`config.mk`:
```
export PLATFORM = sky130hd
export DESIGN_NAME = fetch_sequencer
export DESIGN_NICKNAME = d
export VERILOG_FILES = /design/src/rtl/fetch_sequencer.sv
export SDC_FILE = /design/constraint.sdc
export NUM_CORES = 1
export LEC_CHECK = 0
export CAP_MARGIN = 25
export CORE_MARGIN = 4
export CORE_UTILIZATION = 48
export DETAILED_ROUTE_END_ITERATION = 16
export GPL_ROUTABILITY_DRIVEN = 0
export PLACE_DENSITY = 0.8
export SETUP_SLACK_MARGIN = 0.3
export SLEW_MARGIN = 40
export SYNTH_ARGS = -nofsm -noshare
export SYNTH_HDL_FRONTEND = slang
export SYNTH_SLANG_ARGS = --single-unit
```
`constraint.sdc`:
```
create_clock -name clk -period 3.78 [get_ports clk]
set_input_delay 0.378 -clock clk [delete_from_list [all_inputs] [get_ports clk]]
set_output_delay 0.378 -clock clk [all_outputs]
set_load 0.005 [all_outputs]
```
`src/rtl/fetch_sequencer.sv`:
```
// Instruction fetch/decode/issue sequencer: walks a program held in an external
// instruction memory, resolves HALT/JUMP/CJUMP locally and hands every other word to execute.
module fetch_sequencer #(
    parameter int MEM_DEPTH   = 128,
    parameter int COUNT_WIDTH = 8
) (
    input  logic                   clk,
    input  logic                   reset,
    input  logic                   start,
    input  logic [7:0]             programSelect,
    output logic [7:0]             activeProgram,
    output logic [7:0]             address,
    input  logic [15:0]            instruction,
    output logic [3:0]             condRegAddr,
    input  logic [7:0]             condValue,
    output logic [15:0]            instrOut,
    output logic                   instrValid,
    input  logic                   execReady,
    output logic                   running,
    output logic                   halted,
    output logic                   fault,
    output logic [COUNT_WIDTH-1:0] retiredCount
);

    typedef enum logic [2:0] {
        S_IDLE, S_FETCH, S_DECODE, S_ISSUE, S_HALTED, S_FAULT
    } state_t;

    localparam logic signed [9:0] DEPTH_S = 10'(MEM_DEPTH);

    state_t                 state_q, state_d;
    logic [7:0]             pc_q, pc_d;
    logic [7:0]             prog_q, prog_d;
    logic [15:0]            instr_q, instr_d;
    logic [COUNT_WIDTH-1:0] ret_q, ret_d;
    logic signed [9:0]      target;
    logic                   redirect;

    // Widened signed arithmetic so negative and past-the-end targets stay distinguishable.
    function automatic logic signed [9:0] calc_target(input logic [7:0] pc,
                                                      input logic signed [9:0] off);
        return $signed({2'b00, pc}) + 10'sd1 + off;
    endfunction

    function automatic logic in_range(input logic signed [9:0] t);
        return (t >= 10'sd0) && (t < DEPTH_S);
    endfunction

    function automatic logic [COUNT_WIDTH-1:0] sat_inc(input logic [COUNT_WIDTH-1:0] c);
        return (&c) ? c : c + 1'b1;
    endfunction

    always_ff @(posedge clk) begin
        if (reset) begin
            state_q <= S_IDLE;
            pc_q    <= '0;
            prog_q  <= '0;
            instr_q <= '0;
            ret_q   <= '0;
        end else begin
            state_q <= state_d;
            pc_q    <= pc_d;
            prog_q  <= prog_d;
            instr_q <= instr_d;
            ret_q   <= ret_d;
        end
    end

    always_comb begin
        state_d  = state_q;
        pc_d     = pc_q;
        prog_d   = prog_q;
        instr_d  = instr_q;
        ret_d    = ret_q;
        target   = calc_target(pc_q, 10'sd0);
        redirect = 1'b0;
        case (state_q)
            S_IDLE, S_HALTED, S_FAULT: begin
                if (start) begin
                    prog_d  = programSelect;
                    pc_d    = '0;
                    ret_d   = '0;
                    state_d = S_FETCH;
                end
            end
            S_FETCH: begin
                instr_d = instruction;
                state_d = S_DECODE;
            end
            S_DECODE: begin
                if (instr_q[15:12] == 4'hE) begin
                    state_d = S_HALTED;
                end else if (instr_q[15:12] == 4'h2 && instr_q[11:8] == 4'h0) begin
                    redirect = 1'b1;
                    target   = calc_target(pc_q, $signed({{2{instr_q[7]}}, instr_q[7:0]}));
                end else if (instr_q[15:12] == 4'hC) begin
                    redirect = 1'b1;
                    if (condValue != 8'h00)
                        target = calc_target(pc_q, $signed({{6{instr_q[3]}}, instr_q[3:0]}));
                end else begin
                    state_d = S_ISSUE;
                end
                if (redirect) begin
                    if (in_range(target)) begin
                        pc_d    = target[7:0];
                        state_d = S_FETCH;
                    end else begin
                        state_d = S_FAULT;
                    end
                end
            end
            S_ISSUE: begin
                if (execReady) begin
                    ret_d = sat_inc(ret_q);
                    if (in_range(target)) begin
                        pc_d    = target[7:0];
                        state_d = S_FETCH;
                    end else begin
                        state_d = S_FAULT;
                    end
                end
            end
            default: state_d = S_IDLE;
        endcase
    end

    assign address       = pc_q;
    assign activeProgram = prog_q;
    assign condRegAddr   = instr_q[7:4];
    assign instrOut      = instr_q;
    assign instrValid    = (state_q == S_ISSUE);
    assign running       = (state_q == S_FETCH) || (state_q == S_DECODE) || (state_q == S_ISSUE);
    assign halted        = (state_q == S_HALTED);
    assign fault         = (state_q == S_FAULT);
    assign retiredCount  = ret_q;

endmodule

```
# Word level (Yosys, flattened, before mapping)
# Index checks and enable logic that the tools add are counted.
[totals]
elab_cells = 72
reg_bits = 43
inputBits = 36
[classes]
n_eq_ne = 16
addsub = 4
n_reduce_logical = 16
order_cmp = 4
mux = 27
[ops]
columns = ["op", "count"]
rows = [
  ["2-to-1 mux 8 bit", 7],
  ["2-to-1 mux 10 bit", 5],
  ["2-to-1 mux 3 bit", 8],
  ["one-hot mux 8 bit (3 select lines)", 1],
  ["one-hot mux 8 bit (2 select lines)", 1],
  ["one-hot mux 3 bit (4 select lines)", 1],
  ["adder 10 x 4 -> 10 bit", 1],
  ["adder 10 x 8 -> 10 bit", 1],
  [">= comparator 10 x 1 -> 1 bit (second input constant)", 1],
  ["less-than comparator 10 x 9 -> 1 bit (second input constant)", 1],
  ["adder 8 x 1 -> 9 bit (second input constant)", 1],
  [">= comparator 9 x 1 -> 1 bit (second input constant)", 1],
  ["less-than comparator 9 x 8 -> 1 bit (second input constant)", 1],
  ["adder 8 x 1 -> 8 bit (second input constant)", 1],
  ["equality test 4 bit (second input constant)", 2],
  ["!= test 4 x 3 -> 1 bit (second input constant)", 2],
  ["AND reduction 4 bit", 2],
  ["AND reduction 8 bit", 1],
  ["nonzero test 8 bit", 1],
  ["equality test 3 x 2 -> 1 bit (second input constant)", 2],
  ["equality test 3 bit (second input constant)", 2],
  ["!= test 2 x 1 -> 1 bit (second input constant)", 3],
  ["!= test 2 bit (second input constant)", 3],
  ["AND reduction 6 bit", 1],
  ["other kinds (11)", 17],
]

# Depth between registers and ports, before layout
[depth]
word_depth = 12
depth_mapped = 14
ltp_nobuf = 12

# Worst setup path before layout
# No wires, ideal clock.
[synth_timing]
path_kind = "reg2reg"
startpoint = "reg pc_q[0] (netlist: address[0])"
endpoint = "reg pc_q[0] (netlist: address[0])"
slack_ns = 0.530
stages_incl_launch_ff = 15
n_path_buf = 2
period_less_slack_ns = 3.250
arrival_time_ns = 3.170
t_required_ns = 3.701
cell_sequence = "dfxtp_1 -> ha_1 -> nand2_1 -> xnor2_1 -> ha_1 -> buf_4 -> a21oi_1 -> o21ba_1 -> mux2_4 -> nor4_2 -> o211ai_1 -> o311ai_4 -> buf_6 -> nor2_2 -> a211oi_2"
[synth_via]
elab_chain_len = 11
[synth_lines]
columns = ["item", "line", "source"]
rows = [
  ["start, declared", "32", "logic [7:0] pc_q, pc_d;"],
  ["start signal, assigned", "62", "pc_q <= pc_d;"],
  ["adder 8 x 1 -> 9 bit (*)", "42", "return $signed({2'b00, pc}) + 10'sd1 + off;"],
  ["adder 10 x 4 -> 10 bit", "42", ""],
  ["2-to-1 mux 10 bit", "98", "if (condValue != 8'h00)"],
  ["2-to-1 mux 10 bit", "96", "end else if (instr_q[15:12] == 4'hC) begin"],
  ["2-to-1 mux 10 bit", "93", "end else if (instr_q[15:12] == 4'h2 && instr_q[11:8] == 4'h0) begin"],
  ["2-to-1 mux 10 bit", "91", "if (instr_q[15:12] == 4'hE) begin"],
  ["2-to-1 mux 10 bit", "77", "case (state_q)"],
  [">= comparator 10 x 1 -> 1 bit / less-than comparator 10 x 9 -> 1 bit (equally long branches)", "46", "return (t >= 10'sd0) && (t < DEPTH_S);"],
  ["logical AND 1 bit", "46", ""],
  ["!= test 2 bit (no line)", "-", ""],
  ["AND reduction 6 bit (no line)", "-", ""],
]
# Every way passes the cells marked *; elsewhere a longest branch is shown, timed or not. The select of a mux whose other input is x is not followed.
# A chain may end at the register's enable or synchronous reset.

# Worst setup path after layout
[layout_timing]
startpoint = "reg pc_q[4] (netlist: address[4])"
endpoint = "reg pc_q[3] (netlist: address[3])"
[layout_via]
elab_chain_len = 11
[layout_lines]
columns = ["item", "line"]
rows = [
  ["adder 8 x 1 -> 9 bit (*)", "42"],
  ["adder 10 x 4 -> 10 bit", "42"],
  ["2-to-1 mux 10 bit", "98"],
  ["2-to-1 mux 10 bit", "96"],
  ["2-to-1 mux 10 bit", "93"],
  ["2-to-1 mux 10 bit", "91"],
  ["2-to-1 mux 10 bit", "77"],
  [">= comparator 10 x 1 -> 1 bit / less-than comparator 10 x 9 -> 1 bit (equally long branches)", "46"],
  ["logical AND 1 bit", "46"],
  ["!= test 2 bit (no line)", "-"],
  ["AND reduction 6 bit (no line) (*)", "-"],
]
# Marks and branches as above.

==> results.txt <==
----------------------------------------------------
[Die]
  Placement row count ... 28
  Vertical die dimension ... 85.9 µm
  CORE AREA ... 0.00589 mm²
  I/O pin total ... 84
  Die boundary width ... 85.9 µm
  Initial cell density of the core ... 0.494
  Area of the die ... 0.00737 mm²

[Synth]
  Dominant combinational cell family by area after synthesis ... simple AND/OR/NAND/NOR gates
  Adder and majority gate portion of the synthesized area ... 0.0757
  Synthesized area per cell ... 7.58 µm²
  Synthesized flop and latch total ... 43
  Simple-gate area share of the yosys netlist ... 0.257
  XOR/XNOR share of the synthesized area ... 0.0632
  Compound-gate portion of the synthesized area ... 0.237
  Proportion of synthesized area in mux cells ... 0.0155
  Sequential-to-total area share from yosys stat ... 0.296
  Net Count, Synth ... 437
  Cells after synthesis ... 384
  Dominant register cell in the synthesized netlist ... sky130_fd_sc_hd__dfxtp_1
  Summed instance area of the synthesized netlist ... 0.00291 mm²
  Synth warnings ... 0
  Number of enable flip-flop cells after synthesis ... 0
  Count of different cell masters after synthesis ... 58
  FFs w/ async S/R, synth ... 0

[Layout]
  Number of nets in the final layout ... 518
  Post-Route Utilization ... 0.683
  Most frequent standard cell in the layout excluding fill and tap cells ... sky130_fd_sc_hd__clkdlybuf4s50_1
  Fraction of layout cells with a size suffix above 1 ... 0.116
  Final Instance Area ... 0.00402 mm²
  Diodes inserted ... 0
  Layout Area Growth over Synthesis ... 38.2%
  Most used cells in the layout excluding fill and tap cells ... sky130_fd_sc_hd__clkdlybuf4s50_1, sky130_fd_sc_hd__nand2_1, sky130_fd_sc_hd__dfxtp_1

[Job]
  Max-capacitance violation count ... 0

[Timing]
  Largest clock skew in the final design ... 0.00735 ns
  Minimum clock period after layout ... 3.30 ns
  Worst max-slew margin expressed relative to the limit ... 0.578
  Ratio of final minimum period to clock period ... 0.872
  Upper clock frequency limit ... 303 MHz
  Accumulated negative setup slack ... 0 ns
  Fin. max-slew vios ... 0
  Final number of hold-violating endpoints ... 0
  Transition at the pin with the smallest max-transition slack ... 0.633 ns
  Minimum hold slack ... 0.458 ns
  Post-route worst setup slack ... 0.482 ns
  Unrepaired setup endpoints after global routing ... false
  Final setup violating endpoints ... 0

[Global route]
  Largest net degree at the start of global routing ... 30
  First-pass GRT wire length ... 13.3 mm
  Vias in the first global route ... 2933
  Initial antenna violation count ... 0
  Total global-route track usage ... 0.221
  GRT Residual Overflow ... 0

[Clock network]
  Clk slew on worst S/H paths ... 0.09 ns
  Clock latency reported for the late side of the worst-skew pair ... 0.29 ns
  Clock Tree Buf Depth ... 2
  TritonCTS Buffers ... 5
  Clock tree from TritonCTS ... done
  Deepest level of the CTS H-tree ... 2
  Root cell of the clock tree ... sky130_fd_sc_hd__clkbuf_8
  Sink Count ... 43

[Drt]
  Routed wire length ... 8.34 mm
  Remaining DRCs ... 0
  Post-DR wirelength/cell ... 15.4 µm
  Number of nets with antenna violations after routing ... 0
  Drt pass-1 iters ... 5
  Number of DRC violations after detailed-routing iteration 0 ... 266
  Detail-routed via count per cell ... 5.72
  Number of vias in the routed layout ... 3097

[Setup path]
  Worst Path Required ... 3.98 ns
  Cell family with most CP delay ... compound AO/OA/AOI/OAI gates
  Delay of the slowest critical-path stage ... 0.40 ns
  Signal arrival time at the worst endpoint ... 3.50 ns
  Largest driver fanout on the critical path ... 8
  Setup crit start kind ... register
  Critical path start-end classification ... reg2reg
  Sum of buffers and inverters on the critical path ... 3
  Crit path max-delay cell type ... sky130_fd_sc_hd__dfxtp_4
  Setup crit end kind ... register
  Worst reg2reg setup slack ... 0.48 ns
  Ordered list of cells on the worst path ... and4_1, nand4_1, xnor2_2, ha_4, inv_1, o21ba_1, mux2_4, nor4_2, o211ai_1, o311ai_4, buf_6, buf_4, nor2_2, a211oi_2

[Outcome]
  Status ... finished clean

[Hold path]
  Path type of the worst min-delay path ... reg2reg

[Placed design]
  Post-placement setup slack ... 0.103 ns
  HPWL reported at the end of detailed placement ... 6.32 mm
  Cell area reported after detailed placement ... 0.00379 mm²
  Quantity of I/O buffers inserted on ports ... 83

[Power and ir drop]
  Peak ir drop on the vdd network ... 0.270 mV
  Leakage Power ... 0.00150 µW
  Pwr dens ... 322 mW/mm²

----------------------------------------------------
==> power breakdown <==
group / switching (µW) / internal, µW
Combinational: 213 / 220
Sequential: 48.5 / 486
Clock: 161 / 166
Total: 422 / 872
==> metrics by stage <==
step,cells,total power (µW)
6_report,541,1290
3_5_place_dp,530,946
5_1_grt,541,1360
2_1_floorplan,384,772
4_1_cts,541,1280
3_3_place_gp,530,936
==> registers in the layout (all words and copies together) (netlist names) <==
register / count
instrOut: 16
activeProgram: 8
address: 8
retiredCount: 8
state_q: 3
==> layout make-up <==
| cell class | instances | area (µm²) |
|---|---|---|
| clock buffers | 7 | 96.3 |
| multi-input cells | 305 | 1970 |
| well taps | 75 | 93.8 |
| repair buffers | 94 | 912 |
| flip-flops and latches | 43 | 878 |
| fillers | 488 | 1860 |
| inverters | 16 | 60.1 |
| clock inverters | 1 | 7.51 |
==> Yosys cell counts (all sizes together), types with 8 or more instances <==
cell / number / share of area
ha: 16 / 0.069
nand2: 73 / 0.094
nor2: 38 / 0.052
inv: 15 / 0.019
nor3: 12 / 0.021
nand3: 8 / 0.014
a21oi: 38 / 0.067
clkbuf: 12 / 0.015
o21ai: 13 / 0.022
dfxtp: 43 / 0.30
buf: 8 / 0.020
xnor2: 17 / 0.051
==> routing by layer <==
layer,global-route usage,vias up,part of all wire
met1,0.283,1445,0.42
met3,0.0403,16,0.057
met2,0.377,120,0.50
met5,0,-,0
li1,-,1516,-
met4,0.0662,0,0.020
==> worst min-delay path: stages, from the launching register on <==
cell,delay [ns]
sky130_fd_sc_hd__dfxtp_1,0.31
sky130_fd_sc_hd__nand2_1,0.05
sky130_fd_sc_hd__a21oi_1,0.05
==> final timing paths <==
check                                 startpoint          endpoint  cells after the start
worst max-delay path                  address[4]        address[3]                     14
worst min-delay path            activeProgram[4]  activeProgram[4]                      2
worst max register to register        address[4]        address[3]                     14
worst min register to register  activeProgram[4]  activeProgram[4]                      2
==> cell families (layout without fill, tap and decap cells) <==
family | Yosys count | after routing
simple gates | 163 | 163
compound gates | 100 | 100
flops | 43 | 43
buf+inv | 36 | 118
xor+xnor | 21 | 21
fa+ha+maj | 17 | 17
mux | 4 | 4
==> timing repair <==
item                       4_1_cts  5_1_grt
resized for setup                7       16
hold endpoints to repair         0        0
setup buffers                    3        0
setup endpoints to repair        8        9
pin swaps                        2        1
hold buffers                     0        0
(Power assumes the default switching activity.)
==> RTL edit (same flow settings) <==
Put one more register stage on the output `retiredCount`, with the module's reset. The value now appears one clock later. The other outputs are not delayed to match.
--- a/src/rtl/fetch_sequencer.sv
+++ b/src/rtl/fetch_sequencer.sv
@@ -132,7 +132,13 @@
     assign running       = (state_q == S_FETCH) || (state_q == S_DECODE) || (state_q == S_ISSUE);
     assign halted        = (state_q == S_HALTED);
     assign fault         = (state_q == S_FAULT);
-    assign retiredCount  = ret_q;
+    always_ff @(posedge clk) begin
+        if (reset) begin
+            retiredCount <= '0;
+        end else begin
+            retiredCount <= ret_q;
+        end
+    end
 
 endmodule
 
Behaviour: not the same (Yosys sat finds a counterexample within 10 cycles, from zero or initial values and one cycle with reset high).
==> RTL edit against the original RTL <==
  * Core utilization decreased by 1.1 points
  * Area after synthesis is 4.3% higher
  * Wire length is 6.1% lower
  * Total power grew 2.2%
  * Critical path depth down 2
  * Sequential cell count up 8
  * Cell area up 0.68%
  * Setup slack gained 0.060 ns
  * Die area up 3.9%
  * Global-route usage shrank 1.3 points
  * Largest power group unchanged
  * Cell count down 1.5%
==> RTL edit: results (changes against the original RTL) <==
The run finished with clean final reports. The number of inserted filler cells in the final layout came out at 524 (was 488). The tools report the count of max-cap constraint violations as 0 (unchanged). The worst path arrival time was 3.45 ns (was 3.50 ns); the via count was 2995 (was 3097).

The register area share after synthesis is 33.6% (was 29.6%). The total number of nets in the final design is 510 (was 518). The maximum buffer depth of the clock tree came out at 2 (unchanged). The end point of the most critical hold path is retiredCount[6] (was activeProgram[4]). The global routing met1 resource utilization was 28.5% (was 28.3%); the Yosys warning count was 0 (unchanged). The sum of routed wire length over all layers was 7.83 mm (was 8.34 mm); the distinct cell type count of the synthesized netlist was 52 (was 58). The run gives 3.63 mm (was 3.52 mm) as the length of routed wiring on met1. The logs give 1.56 nW (was 1.50 nW) for the leakage power total and 5.93 mm (was 6.32 mm) for the detailed placer's ending HPWL. The root cell of the clock tree was clkbuf_8 (unchanged).

The flip-flop count of the largest register, all copies and words added was 16 (unchanged); the via count of the first global-routing pass was 2851 (was 2933). The number of buffers inserted by post-CTS setup repair was 0 (was 3). The worst min-delay path category is reg2reg (unchanged).

The number of instances resized during post-cts repair was 0 (was 7); the combinational gate power was 324 uW (was 433 uW). The post-placement worst setup slack was 0.387 ns (was 0.103 ns). The critical-path cell with the highest stage delay is dfxtp_1 (was dfxtp_4). The tools report the met2 wirelength from detailed routing as 3.45 mm (was 4.17 mm).

The met2 track utilization from global routing is 32.9% (was 37.7%), and the stage delay of the slowest cell on the critical path is 0.49 ns (was 0.40 ns). Top post-synthesis cells by area: dfxtp_1 34%, ha_1 6.6%, nand2_1 6.3% (was dfxtp_1 30%, nand2_1 9.4%, ha_1 6.9%). The cell depth of the worst min-delay path came out at 2 (unchanged).

For the pin count of the biggest net entering global routing, the log shows 50 (was 30). Leading post-synthesis cells by instance count: 51 x dfxtp_1, 51 x nand2_1, 46 x nor2_1 (was 73 x nand2_1, 43 x dfxtp_1, 37 x a21oi_1). Largest delay contributor family on the critical path: compound AO/OA/AOI/OAI gates (unchanged).

For the fraction of met3 tracks used by global routing, the log shows 4.16% (was 4.03%). The maximum vdd ir drop is 0.279 mV (was 0.270 mV). The clock latency of the later-clocked register in the worst-skew pair was 0.32 ns (was 0.29 ns). The reg-to-reg startpoint was address[2] (was address[4]).

Share of cells above drive strength 1: 6.77% (was 11.6%). The tools report the start point of the worst min-delay path as ret_q[6] (was activeProgram[4]). The tools report the wire length on met3 as 591 um (was 477 um). The first-pass GRT wire length is 13.0 mm (was 13.3 mm). The clock distribution power came out at 392 uW (was 327 uW). Clock-pin slew was measured on the worst setup and hold paths at 0.10 ns. The headroom to the max-slew limit was 62.4% (was 57.8%). For the net count of the mapped netlist, the log shows 434 (was 437). The run gives 0.00758 ns (was 0.00735 ns) as the worst clock skew. The internal power is 932 uW (was 872 uW), and the count of cells along the worst register-to-register path is 12 (was 14).

The number of buffer cells added on primary ports was 83 (unchanged). The tools report the reg-to-reg endpoint as address[2] (was address[3]). The global-route usage over all layers is 20.8% (was 22.1%). The largest fanout of any net on the critical path works out to 7 (was 8). The worst setup slack for register-to-register paths is 0.54 ns (was 0.48 ns), and the count of routing violations after the opening detailed-route iteration is 221 (was 266).
RTL edit: stage by stage:
| stage | hold slack, ns | total power, mW | cells | instance area, sq um | utilization (%) |
|---|---|---|---|---|---|
| finish | 0.470 | 1.32 | 533 | 4050 | 67.2 |
| global route | 0.491 | 1.39 | 533 | 4050 | 67.2 |
| CTS | 0.473 | 1.32 | 533 | 4010 | 66.6 |
| detailed placement | 0.466 | 0.937 | 525 | 3900 | 64.7 |
| global placement | 0.459 | 0.930 | 525 | 3900 | 64.7 |
| floorplan | 0.436 | 0.794 | 381 | 3030 | - |
RTL edit: cell families (layout without fill, tap and decap cells):
| group | after synthesis | count (layout) | synth area share (%) |
|---|---|---|---|
| buffers and inverters | 26 | 103 | 3.71 |
| AOI/OAI and AO/OA | 99 | 99 | 21.8 |
| muxes | 10 | 10 | 3.30 |
| and+or+nand+nor | 156 | 156 | 23.9 |
| DFF | 51 | 51 | 33.6 |
| xor gates and xnor gates | 22 | 22 | 6.35 |
| adders and majority gates | 17 | 17 | 7.26 |
RTL edit: how the worst max path moves through the flow:
stage	start	endpoint	slack, ns	cells after the start
after floorplan	address[0]	state_q[2]	0.73	13
after global placement	address[0]	state_q[2]	0.49	13
after detailed placement	address[1]	address[2]	0.39	13
after CTS	address[1]	address[2]	0.37	13
after global routing	address[1]	address[2]	0.30	13
final	address[2]	address[2]	0.54	12
RTL edit: final cells by class:
| type | count | area (sq um) | share of cell area, % |
|---|---|---|---|
| sequential | 51 | 1020 | 25.3 |
| timing repair buffer | 85 | 843 | 20.8 |
| multi-input combinational | 304 | 1940 | 47.8 |
| inverter | 10 | 37.5 | 0.927 |
| clock inverter | 3 | 46.3 | 1.14 |
| tap | 75 | 93.8 | 2.32 |
| clock buffer | 5 | 68.8 | 1.70 |
